File: config.mk
export PLATFORM = sky130hd
export DESIGN_NAME = decimal_pp_accumulator_flat
export DESIGN_NICKNAME = d
export VERILOG_FILES = /design/src/rtl/decimal_pp_accumulator_if.sv /design/src/rtl/decimal_pp_accumulator.sv /design/src/flat_wrapper.sv
export SDC_FILE = /design/constraint.sdc
export NUM_CORES = 1
export LEC_CHECK = 0
export CORE_MARGIN = 4
export CORE_UTILIZATION = 40
export DETAILED_ROUTE_END_ITERATION = 16
export MAX_ROUTING_LAYER = met4
export PLACE_DENSITY = 0.78
export SLEW_MARGIN = 10
export SYNTH_ARGS = -nofsm -noshare
export SYNTH_HDL_FRONTEND = slang
export SYNTH_SLANG_ARGS = --single-unit
File: constraint.sdc
create_clock -name clk -period 2.6 [get_ports clk]
set_input_delay 0.52 -clock clk [delete_from_list [all_inputs] [get_ports clk]]
set_output_delay 0.52 -clock clk [all_outputs]
set_load 0.03 [all_outputs]
File: src/rtl/decimal_pp_accumulator_if.sv
// Stream bundle for decimal_pp_accumulator.
//   Input side : in_valid/in_ready handshake, in_first marks an operation's
//                first partial product, in_pp is the BCD-4221 partial product.
//   Output side: out_valid/out_ready handshake, out_s/out_h redundant result
//                (out_h has weight 2), ovf sticky MSD overflow, err_seq pulse.
// master = producer/consumer environment, slave = accumulator.
interface decimal_pp_accumulator_if #(
  parameter int DIGITS = 11
) ();
  logic                  in_valid;
  logic                  in_ready;
  logic                  in_first;
  logic [4*DIGITS-1:0]   in_pp;
  logic                  out_valid;
  logic                  out_ready;
  logic [4*DIGITS-1:0]   out_s;
  logic [4*DIGITS-1:0]   out_h;
  logic                  ovf;
  logic                  err_seq;

  modport master (
    output in_valid, in_first, in_pp, out_ready,
    input  in_ready, out_valid, out_s, out_h, ovf, err_seq
  );

  modport slave (
    input  in_valid, in_first, in_pp, out_ready,
    output in_ready, out_valid, out_s, out_h, ovf, err_seq
  );
endinterface

File: src/rtl/decimal_pp_accumulator.sv
// Sequential decimal partial-product accumulator.
// Accepts NUM_PP BCD-4221 partial products per operation (one per beat) and
// reduces them into a carry-save pair (S, H) with S + 2H == sum of the beats
// mod 10^DIGITS. Each beat: H is doubled (4221->5211 recode, 1-bit left
// shift), then S, 2H and the new PP are combined by a bitwise 3:2 CSA.
// Ports:
//   clk   - clock, rising edge
//   rst_n - asynchronous active-low reset
//   bus   - decimal_pp_accumulator_if.slave (input/output streams, ovf, err_seq)
module decimal_pp_accumulator #(
  parameter int DIGITS = 11,
  parameter int NUM_PP = 5
) (
  input logic                     clk,
  input logic                     rst_n,
  decimal_pp_accumulator_if.slave bus
);

  localparam int W  = 4 * DIGITS;
  localparam int CW = $clog2(NUM_PP + 1);

  typedef enum logic [1:0] {IDLE, ACC, DONE} state_t;

  state_t         state, state_n;
  logic [W-1:0]   acc_s, acc_s_n;
  logic [W-1:0]   acc_h, acc_h_n;
  logic [CW-1:0]  cnt, cnt_n;
  logic           ovf, ovf_n;
  logic           err_n, err_q;
  logic           out_valid_q;

  logic [W-1:0]   rec;
  logic [W-1:0]   d2;
  logic [W-1:0]   csa_s;
  logic [W-1:0]   csa_h;
  logic           accept;

  // Any 4221 pattern (value 0..9) to a 5211 code whose low three bits,
  // shifted left, form a 4221 digit and whose MSB carries weight 10.
  function automatic logic [3:0] to_5211(input logic [3:0] d);
    logic [3:0] v;
    v = {d[3], 2'b00} + {2'b00, d[2], 1'b0} + {2'b00, d[1], 1'b0} + {3'b000, d[0]};
    case (v)
      4'd0:    return 4'b0000;
      4'd1:    return 4'b0001;
      4'd2:    return 4'b0100;
      4'd3:    return 4'b0101;
      4'd4:    return 4'b0111;
      4'd5:    return 4'b1000;
      4'd6:    return 4'b1001;
      4'd7:    return 4'b1100;
      4'd8:    return 4'b1101;
      4'd9:    return 4'b1111;
      default: return 4'b0000;
    endcase
  endfunction

  always_comb begin
    rec = '0;
    for (int unsigned i = 0; i < DIGITS; i++) begin
      rec[4*i +: 4] = to_5211(acc_h[4*i +: 4]);
    end
  end

  // Doubling: the shift moves each digit's 5211 MSB into the next digit's LSB.
  assign d2     = {rec[W-2:0], 1'b0};
  assign csa_s  = acc_s ^ d2 ^ bus.in_pp;
  assign csa_h  = (acc_s & d2) | (acc_s & bus.in_pp) | (d2 & bus.in_pp);
  assign accept = bus.in_valid && bus.in_ready;

  always_comb begin
    state_n = state;
    acc_s_n = acc_s;
    acc_h_n = acc_h;
    cnt_n   = cnt;
    ovf_n   = ovf;
    err_n   = 1'b0;
    case (state)
      IDLE: begin
        if (accept) begin
          if (bus.in_first) begin
            acc_s_n = bus.in_pp;
            acc_h_n = '0;
            cnt_n   = CW'(1);
            ovf_n   = 1'b0;
            state_n = ACC;
          end else begin
            err_n = 1'b1;
          end
        end
      end
      ACC: begin
        if (accept) begin
          if (bus.in_first) begin
            // Restart mid-operation: previous partial sum is dropped.
            acc_s_n = bus.in_pp;
            acc_h_n = '0;
            cnt_n   = CW'(1);
            ovf_n   = 1'b0;
            err_n   = 1'b1;
          end else begin
            acc_s_n = csa_s;
            acc_h_n = csa_h;
            cnt_n   = cnt + CW'(1);
            ovf_n   = ovf | rec[W-1];
            if (cnt_n == CW'(NUM_PP)) state_n = DONE;
          end
        end
      end
      DONE: begin
        if (bus.out_ready) state_n = IDLE;
      end
      default: state_n = IDLE;
    endcase
  end

  always_ff @(posedge clk or negedge rst_n) begin
    if (!rst_n) begin
      state       <= IDLE;
      acc_s       <= '0;
      acc_h       <= '0;
      cnt         <= '0;
      ovf         <= 1'b0;
      err_q       <= 1'b0;
      out_valid_q <= 1'b0;
    end else begin
      state       <= state_n;
      acc_s       <= acc_s_n;
      acc_h       <= acc_h_n;
      cnt         <= cnt_n;
      ovf         <= ovf_n;
      err_q       <= err_n;
      out_valid_q <= (state_n == DONE);
    end
  end

  assign bus.in_ready  = (state != DONE);
  assign bus.out_valid = out_valid_q;
  assign bus.out_s     = acc_s;
  assign bus.out_h     = acc_h;
  assign bus.ovf       = ovf;
  assign bus.err_seq   = err_q;

endmodule

File: src/flat_wrapper.sv
// flat-port wrapper written by rule: the top's interface ports become plain ports
module decimal_pp_accumulator_flat 
#(
  parameter int DIGITS = 11,
  parameter int NUM_PP = 5
)
  (clk, rst_n, bus_in_valid, bus_in_first, bus_in_pp, bus_out_ready, bus_in_ready, bus_out_valid, bus_out_s, bus_out_h, bus_ovf, bus_err_seq);
  decimal_pp_accumulator_if #(.DIGITS(DIGITS)) bus_i ();
  input logic clk;
  input logic rst_n;
  input wire logic [$bits(bus_i.in_valid)-1:0] bus_in_valid;
  input wire logic [$bits(bus_i.in_first)-1:0] bus_in_first;
  input wire logic [$bits(bus_i.in_pp)-1:0] bus_in_pp;
  input wire logic [$bits(bus_i.out_ready)-1:0] bus_out_ready;
  output wire logic [$bits(bus_i.in_ready)-1:0] bus_in_ready;
  output wire logic [$bits(bus_i.out_valid)-1:0] bus_out_valid;
  output wire logic [$bits(bus_i.out_s)-1:0] bus_out_s;
  output wire logic [$bits(bus_i.out_h)-1:0] bus_out_h;
  output wire logic [$bits(bus_i.ovf)-1:0] bus_ovf;
  output wire logic [$bits(bus_i.err_seq)-1:0] bus_err_seq;
  assign bus_i.in_valid = bus_in_valid;
  assign bus_i.in_first = bus_in_first;
  assign bus_i.in_pp = bus_in_pp;
  assign bus_i.out_ready = bus_out_ready;
  assign bus_in_ready = bus_i.in_ready;
  assign bus_out_valid = bus_i.out_valid;
  assign bus_out_s = bus_i.out_s;
  assign bus_out_h = bus_i.out_h;
  assign bus_ovf = bus_i.ovf;
  assign bus_err_seq = bus_i.err_seq;
  decimal_pp_accumulator #(.DIGITS(DIGITS), .NUM_PP(NUM_PP)) u_core (.clk(clk), .rst_n(rst_n), .bus(bus_i));
endmodule
==> results of run 1 <==
==> per-layer routing <==
metal | vias to the layer above | part of all wire | track usage
li1 | 2204 | - | -
met1 | 2440 | 0.43 | 0.218
met2 | 121 | 0.52 | 0.319
met3 | 19 | 0.040 | 0.0348
met4 | 0 | 0.011 | 0.0376
met5 | - | 0 | -
==> flip-flops by register name, indices dropped and copies added (netlist names) <==
register,flops
u_core.cnt,3
u_core.bus.out_valid,1
u_core.bus.ovf,1
u_core.state,2
u_core.bus.err_seq,1
u_core.bus.out_s,44
u_core.bus.out_h,44
==> area by class of cell <==
cell class                      instances  area [µm²]
Antenna cell                            1        2.50
Clock buffer                           10         239
Clock inverter                          6         115
Fill cell                            1323        7420
Inverter                               36         135
Multi-Input combinational cell        384        4310
Sequential cell                        96        2430
Tap cell                              220         275
Timing Repair Buffer                  174        1720
==> final timing paths <==
kind	slack, ps	endpoint	depth (start not counted)	from
worst max register to register	40	u_core.bus.out_s[39]$_DFFE_PN0P_	8	u_core.bus.out_h[37]$_DFFE_PN0P_
worst min register to register	520	u_core.bus.ovf$_DFFE_PN0P_	1	u_core.bus.ovf$_DFFE_PN0P_
max in group asynchronous	1820	u_core.bus.out_h[17]$_DFFE_PN0P_	2	rst_n
worst max-delay path	40	u_core.bus.out_s[39]$_DFFE_PN0P_	8	u_core.bus.out_h[37]$_DFFE_PN0P_
worst min-delay path	130	u_core.bus.out_h[3]$_DFFE_PN0P_	1	rst_n
min in group clk	520	u_core.bus.ovf$_DFFE_PN0P_	1	u_core.bus.ovf$_DFFE_PN0P_
==> kinds of logic after synthesis <==
family | count (synthesis) | synth area share
AO/OA/AOI/OAI | 102 | 0.0964
XOR/XNOR | 13 | 0.0167
adder cells (fa/ha/maj) | 101 | 0.232
buffers and inverters | 57 | 0.0460
flip-flops | 96 | 0.352
multiplexers | 95 | 0.201
AND/OR/NAND/NOR | 73 | 0.0557
==> placed cells by master (no fill, tap or decap), types with 8 or more instances in the layout <==
master                            netlist  final
sky130_fd_sc_hd__buf_4                  0     30
sky130_fd_sc_hd__nor2_1                13     12
sky130_fd_sc_hd__dfrtp_2                0     20
sky130_fd_sc_hd__inv_1                 36     34
sky130_fd_sc_hd__dfrtp_1               96     76
sky130_fd_sc_hd__clkdlybuf4s50_1        0    139
sky130_fd_sc_hd__nand2b_1              15     15
sky130_fd_sc_hd__ha_4                   0     10
sky130_fd_sc_hd__o21ai_2                0     11
sky130_fd_sc_hd__nand2_1               27     26
sky130_fd_sc_hd__mux2_2                15     14
sky130_fd_sc_hd__ha_1                  58     48
sky130_fd_sc_hd__o21ai_0               57     40
sky130_fd_sc_hd__clkbuf_16              0      9
sky130_fd_sc_hd__nand3b_1               8      8
sky130_fd_sc_hd__a22o_1                34     34
sky130_fd_sc_hd__fa_1                  43     43
sky130_fd_sc_hd__xnor2_1               12     12
sky130_fd_sc_hd__mux2_4                80     81
==> what timing repair did <==
action | in CTS | in global routing
resized for setup | 13 | 28
hold buffers | 0 | 0
pin swaps | 0 | 4
buffers inserted | 0 | 4
endpoints found under the setup margin | 8 | 18
==> power breakdown <==
part           internal [mW]  total (mW)  leakage [nW]  switching [mW]
Sequential              2.17        2.95          1.17           0.785
Clock                  0.973        1.59         0.169           0.615
Combinational           4.10        7.92          2.77            3.82
Total                   7.24        12.5          4.12            5.22
==> stage by stage <==
| stage | worst slack (ps) | std cells | utilization | instance area, µm² |
|---|---|---|---|---|
| floorplan | 0.604 | 537 | - | 6890 |
| global placement | -35.7 | 906 | 0.522 | 8690 |
| detailed placement | -84.3 | 906 | 0.522 | 8690 |
| CTS | 8.88 | 922 | 0.545 | 9070 |
| global route | -52.7 | 927 | 0.554 | 9230 |
| finish | 42.2 | 927 | 0.554 | 9230 |
==> synth_stat cells (2+ instances only) <==
library cell	count	share of area
sky130_fd_sc_hd__dfrtp_1	96	0.35
sky130_fd_sc_hd__mux2_4	80	0.18
sky130_fd_sc_hd__ha_1	58	0.11
sky130_fd_sc_hd__o21ai_0	57	0.042
sky130_fd_sc_hd__fa_1	43	0.13
sky130_fd_sc_hd__inv_1	36	0.020
sky130_fd_sc_hd__a22o_1	34	0.044
sky130_fd_sc_hd__nand2_1	27	0.015
sky130_fd_sc_hd__mux2_2	15	0.025
sky130_fd_sc_hd__nand2b_1	15	0.014
sky130_fd_sc_hd__nor2_1	13	0.0071
sky130_fd_sc_hd__xnor2_1	12	0.015
sky130_fd_sc_hd__nand3b_1	8	0.0088
sky130_fd_sc_hd__buf_6	7	0.012
sky130_fd_sc_hd__clkbuf_1	5	0.0028
sky130_fd_sc_hd__buf_8	4	0.0088
sky130_fd_sc_hd__o22ai_1	4	0.0037
sky130_fd_sc_hd__buf_1	3	0.0016
sky130_fd_sc_hd__a21oi_1	2	0.0015
sky130_fd_sc_hd__buf_2	2	0.0015
sky130_fd_sc_hd__nand3_1	2	0.0015
==> critical path, stage by stage, from the launching register on <==
cell	delay, ps
sky130_fd_sc_hd__dfrtp_2	440
sky130_fd_sc_hd__ha_4	250
sky130_fd_sc_hd__inv_1	120
sky130_fd_sc_hd__ha_4	220
sky130_fd_sc_hd__mux2_4	270
sky130_fd_sc_hd__o21ai_4	160
sky130_fd_sc_hd__fa_1	430
sky130_fd_sc_hd__mux2_4	280
sky130_fd_sc_hd__mux2_4	270
==> parameters.txt, run 1 <==
Parameter                              Value

Timing
  Fraction of the cycle the final worst path needs ... 0.984
  Number of failing hold endpoints at the final stage ... 0
  Sum of negative setup slack ... 0 ps
  Period minus WS final ... 2560 ps
  Slew HR ... 0.690
  Setup repair after global routing missed its margin ... yes
  Timing-limited maximum frequency ... 391 MHz
  Post-route clock skew ... 8.39 ps
  Tightest hold margin ... 128 ps
  Final setup violating endpoints ... 0
  Final slew viol count ... 0
  Worst-margin pin slew ... 464 ps

Synth
  Post-Synthesis Cell Area ... 6830 µm²
  Sequential-to-total area share from yosys stat ... 0.352
  Count of flip-flops with a built-in enable after synthesis ... 0
  Count of yosys warnings during synthesis ... 0
  Post-Syn Area per Cell ... 12.7 µm²
  Prevailing post-synth register cell ... sky130_fd_sc_hd__dfrtp_1
  Number of synthesized register bits ... 96
  Cell count after synthesis ... 537
  Number of library cell types mapped by synthesis ... 35
  Net Count, Synth ... 687
  Share of flip-flops with an asynchronous set or reset after synthesis ... 1.00

Clock network
  Clock sink total ... 96
  Clock Latency Late Sink ... 350 ps
  Root Buffer ... sky130_fd_sc_hd__clkbuf_16
  Maximum buffer depth of the clock tree ... 2
  TritonCTS clock tree ... done
  CTS buffer count ... 9
  Number of H-tree branching levels ... 3
  Clock transition at the registers of the reported paths ... 70 ps

Global route
  Number of antenna violations at the first check in global routing ... 1
  Global-route wire length before repair ... 27.9 mm
  Largest net degree at the start of global routing ... 51
  Total GRT Usage ... 0.181
  Aggregate global routing overflow ... 0
  Via count of the first global-routing pass ... 5480

Die
  Initial cell density of the core ... 0.410
  Die area ... 19200 µm²
  Site Rows ... 47
  CORE AREA ... 16600 µm²
  Number of top-level pins ... 141
  DIE WIDTH ... 139 µm
  Height of the chip ... 139 µm

Drt
  Vias ... 4784
  Antenna violation net count after detailed routing ... 0
  Average routed wire per standard cell ... 18.1 µm
  Vias/cell ... 5.16
  Iteration-0 DRC Markers ... 177
  DRT Pass-1 Iters ... 4
  Post-Route WL ... 16.8 mm
  Number of DRC violations after detailed routing ... 0

Job
  Max-cap violations ... 0

Outcome
  Result of the run ... completed

Critical path
  Critical Path RT ... 2830 ps
  Element type at the critical path end ... flip-flop
  Critical path peak fanout ... 3
  Signal arrival time at the worst endpoint ... 2790 ps
  Kind of critical path ... flip-flop to flip-flop
  Element type at the critical path start ... flip-flop

Layout
  Area Growth Syn to Fin ... 35.2%
  Layout Nets ... 851
  Layout cell share with drive strength beyond 1 ... 0.282

Power
  Pwr Density ... 1350 nW/µm²
  Max IR drop VDD ... 0.622 mV
  Overall power consumption ... 12.5 mW
  Leakage power ... 4.12 nW

Place
  Routability Congestion ... 0.892
  Half-perimeter wire length of the detailed placement result ... 12.4 mm
  I/O Buffers ... 140

Worst hold path
  Hold crit path type ... input pin to async pin
Note: power is estimated with default switching activity, not from simulation.
==> inputs of run 2 (changes only) <==
Settings changed: CORE_UTILIZATION 40 to 36, DONT_BUFFER_PORTS set to 1, PLACE_DENSITY 0.78 to 0.63.
==> run 2 against run 1 <==
The flow now finishes with violations (negative hold slack); highest routed layer unchanged; critical endpoint is now u_core.bus.out_s[7]$_DFFE_PN0P_; critical path type unchanged; global-route usage shrank 2.2 points; core utilization shrank 13 points; worst hold slack lost 270 ps; combinational power shrank 22%; cell count shrank 10%.
==> parameters.txt, run 2 (synthesized netlist as in run 1, its figures left out) <==
Parameter                              Value

Global route
  Global-route wire length before repair ... 26.5 mm
  Aggregate global routing overflow ... 0
  Total GRT Usage ... 0.159
  Largest net degree at the start of global routing ... 97
  Number of antenna violations at the first check in global routing ... 0
  Via count of the first global-routing pass ... 4890

Critical path
  Critical path, cell by cell ... ha_4 > inv_1 > ha_1 > mux2_2 > o21ai_2 > fa_1 > mux2_4 > mux2_4
  Kind of critical path ... flip-flop to flip-flop
  Element type at the critical path end ... flip-flop
  Signal arrival time at the worst endpoint ... 2770 ps
  Cell repeated most along the worst path ... sky130_fd_sc_hd__mux2_4
  Buffering stage count on the worst path with inverters included ... 1
  Critical-path top delay cell ... sky130_fd_sc_hd__fa_1
  Element type at the critical path start ... flip-flop
  Critical path peak fanout ... 2
  Slowest stage delay, CP ... 440 ps
  Top cell family by delay on the critical path ... adder cells
  Critical Path RT ... 2830 ps

Die
  Number of top-level pins ... 141
  Site Rows ... 50
  Height of the chip ... 146 µm
  DIE WIDTH ... 146 µm
  Die area ... 21200 µm²
  Initial cell density of the core ... 0.365
  CORE AREA ... 18700 µm²

Layout
  Area Growth Syn to Fin ... 17.0%
  Commonest non-fill, non-tap cell in the layout ... sky130_fd_sc_hd__mux2_4
  Fillcell total ... 1687
  Number of antenna repair diodes ... 0
  Layout cell share with drive strength beyond 1 ... 0.377
  Layout Nets ... 744
  Most used cells in the layout excluding fill and tap cells ... 82 x sky130_fd_sc_hd__mux2_4, 76 x sky130_fd_sc_hd__dfrtp_1, 65 x sky130_fd_sc_hd__buf_4, 51 x sky130_fd_sc_hd__ha_1, 43 x sky130_fd_sc_hd__fa_1
  Finished Core Util ... 0.427

Drt
  Vias ... 4374
  Number of DRC violations after detailed routing ... 0
  Post-Route WL ... 16.0 mm
  Vias/cell ... 5.25
  Average routed wire per standard cell ... 19.2 µm
  Iteration-0 DRC Markers ... 164
  Antenna violation net count after detailed routing ... 0
  DRT Pass-1 Iters ... 4

Power
  Cell-internal power ... 6.27 mW
  Leakage power ... 3.74 nW
  Switching power share of the total ... 0.444
  Pwr Density ... 1410 nW/µm²
  Max IR drop VDD ... 0.527 mV
  Part of the power in the clock network ... 0.131
  Switching Power ... 5.01 mW
  Logic pwr share ... 0.550
  Share of power burned in registers ... 0.319
  Overall power consumption ... 11.3 mW

Clock network
  Clock sink total ... 96
  Clock Latency Late Sink ... 350 ps
  Number of H-tree branching levels ... 3
  CTS buffer count ... 9
  TritonCTS clock tree ... done
  Clock transition at the registers of the reported paths ... 70 ps
  Maximum buffer depth of the clock tree ... 2
  Post-CTS setup buffers ... 0
  Root Buffer ... sky130_fd_sc_hd__clkbuf_16

Timing
  Setup repair after global routing missed its margin ... yes
  Tightest hold margin ... -139 ps
  Timing-limited maximum frequency ... 393 MHz
  Final setup violating endpoints ... 0
  Period minus WS final ... 2540 ps
  Number of failing hold endpoints at the final stage ... 96
  Slew HR ... 0.585
  Final slew viol count ... 0
  Fraction of the cycle the final worst path needs ... 0.977
  Worst-margin pin slew ... 619 ps
  Sum of negative setup slack ... 0 ps
  Post-route clock skew ... 10.6 ps

Place
  Half-perimeter wire length of the detailed placement result ... 11.7 mm
  Routability Congestion ... 0.849
  I/O Buffers ... 0

Job
  Max-cap violations ... 0

Outcome
  Result of the run ... finished with violations
  Violations in the final reports ... negative hold slack

Worst hold path
  Hold crit path type ... input pin to async pin
## run 2: stage by stage
stage | worst slack [ps] | instance area [µm²] | hold slack (ps) | cells
detailed placement | -50.9 | 7550 | 227 | 817
global route | -15.3 | 7990 | -162 | 833
CTS | 5.52 | 7870 | -159 | 833
floorplan | 0.604 | 6890 | 224 | 537
global placement | -10.2 | 7550 | 227 | 817
finish | 58.5 | 7990 | -139 | 833
## run 2: timing repair
action | CTS | global route
gates resized for setup | 5 | 38
endpoints found under the hold margin | 96 | 96
endpoints found under the setup margin | 5 | 21
pin swaps | 0 | 8
gates cloned | 0 | 0
## run 2: worst reg2reg max path, stage by stage, from the launching register on
cell and delay (ps):
sky130_fd_sc_hd__dfrtp_2 430, sky130_fd_sc_hd__ha_4 270, sky130_fd_sc_hd__inv_1 50, sky130_fd_sc_hd__ha_1 280, sky130_fd_sc_hd__mux2_2 280, sky130_fd_sc_hd__o21ai_2 160
sky130_fd_sc_hd__fa_1 440, sky130_fd_sc_hd__mux2_4 280, sky130_fd_sc_hd__mux2_4 250
## run 2: cell type report
class                      count  area, µm²  share of cell area
multi-input combinational    384       4280               0.536
sequential                    96       2430               0.304
timing repair buffer          67        528              0.0661
tap                          234        293              0.0366
clock buffer                   9        225              0.0282
inverter                      36        135              0.0169
clock inverter                 7       96.3              0.0121
## run 2: path summary, 6_finish.rpt
check	start	to	slack [ps]	cells after the start
max	u_core.bus.out_h[6]$_DFFE_PN0P_	u_core.bus.out_s[7]$_DFFE_PN0P_	60	8
min	rst_n	u_core.bus.out_s[33]$_DFFE_PN0P_	-140	0
max reg2reg	u_core.bus.out_h[6]$_DFFE_PN0P_	u_core.bus.out_s[7]$_DFFE_PN0P_	60	8
min reg2reg	u_core.cnt[2]$_DFFE_PN0P_	u_core.cnt[2]$_DFFE_PN0P_	510	1
max in group asynchronous	rst_n	u_core.bus.out_h[41]$_DFFE_PN0P_	2490	0
min in group clk	bus_out_ready	u_core.state[1]$_DFF_PN0_	270	1
## run 2: power groups by stage
| stage | combinational (mW) | clock (mW) | sequential, mW |
|---|---|---|---|
| final | 6.21 | 1.48 | 3.60 |
| after global routing | 6.92 | 1.60 | 3.73 |
| after CTS | 6.07 | 1.53 | 3.60 |
| after detailed placement | 6.00 | 0 | 3.62 |
| after global placement | 5.66 | 0 | 3.59 |
| after floorplan | 3.85 | 0 | 4.03 |
## run 2: metal layers
| layer | GRT usage | share of wire | vias up |
|---|---|---|---|
| met5 | - | 0 | - |
| met1 | 0.191 | 0.41 | 2240 |
| met3 | 0.0417 | 0.059 | 20 |
| li1 | - | - | 1996 |
| met2 | 0.263 | 0.51 | 118 |
| met4 | 0.0503 | 0.017 | 0 |
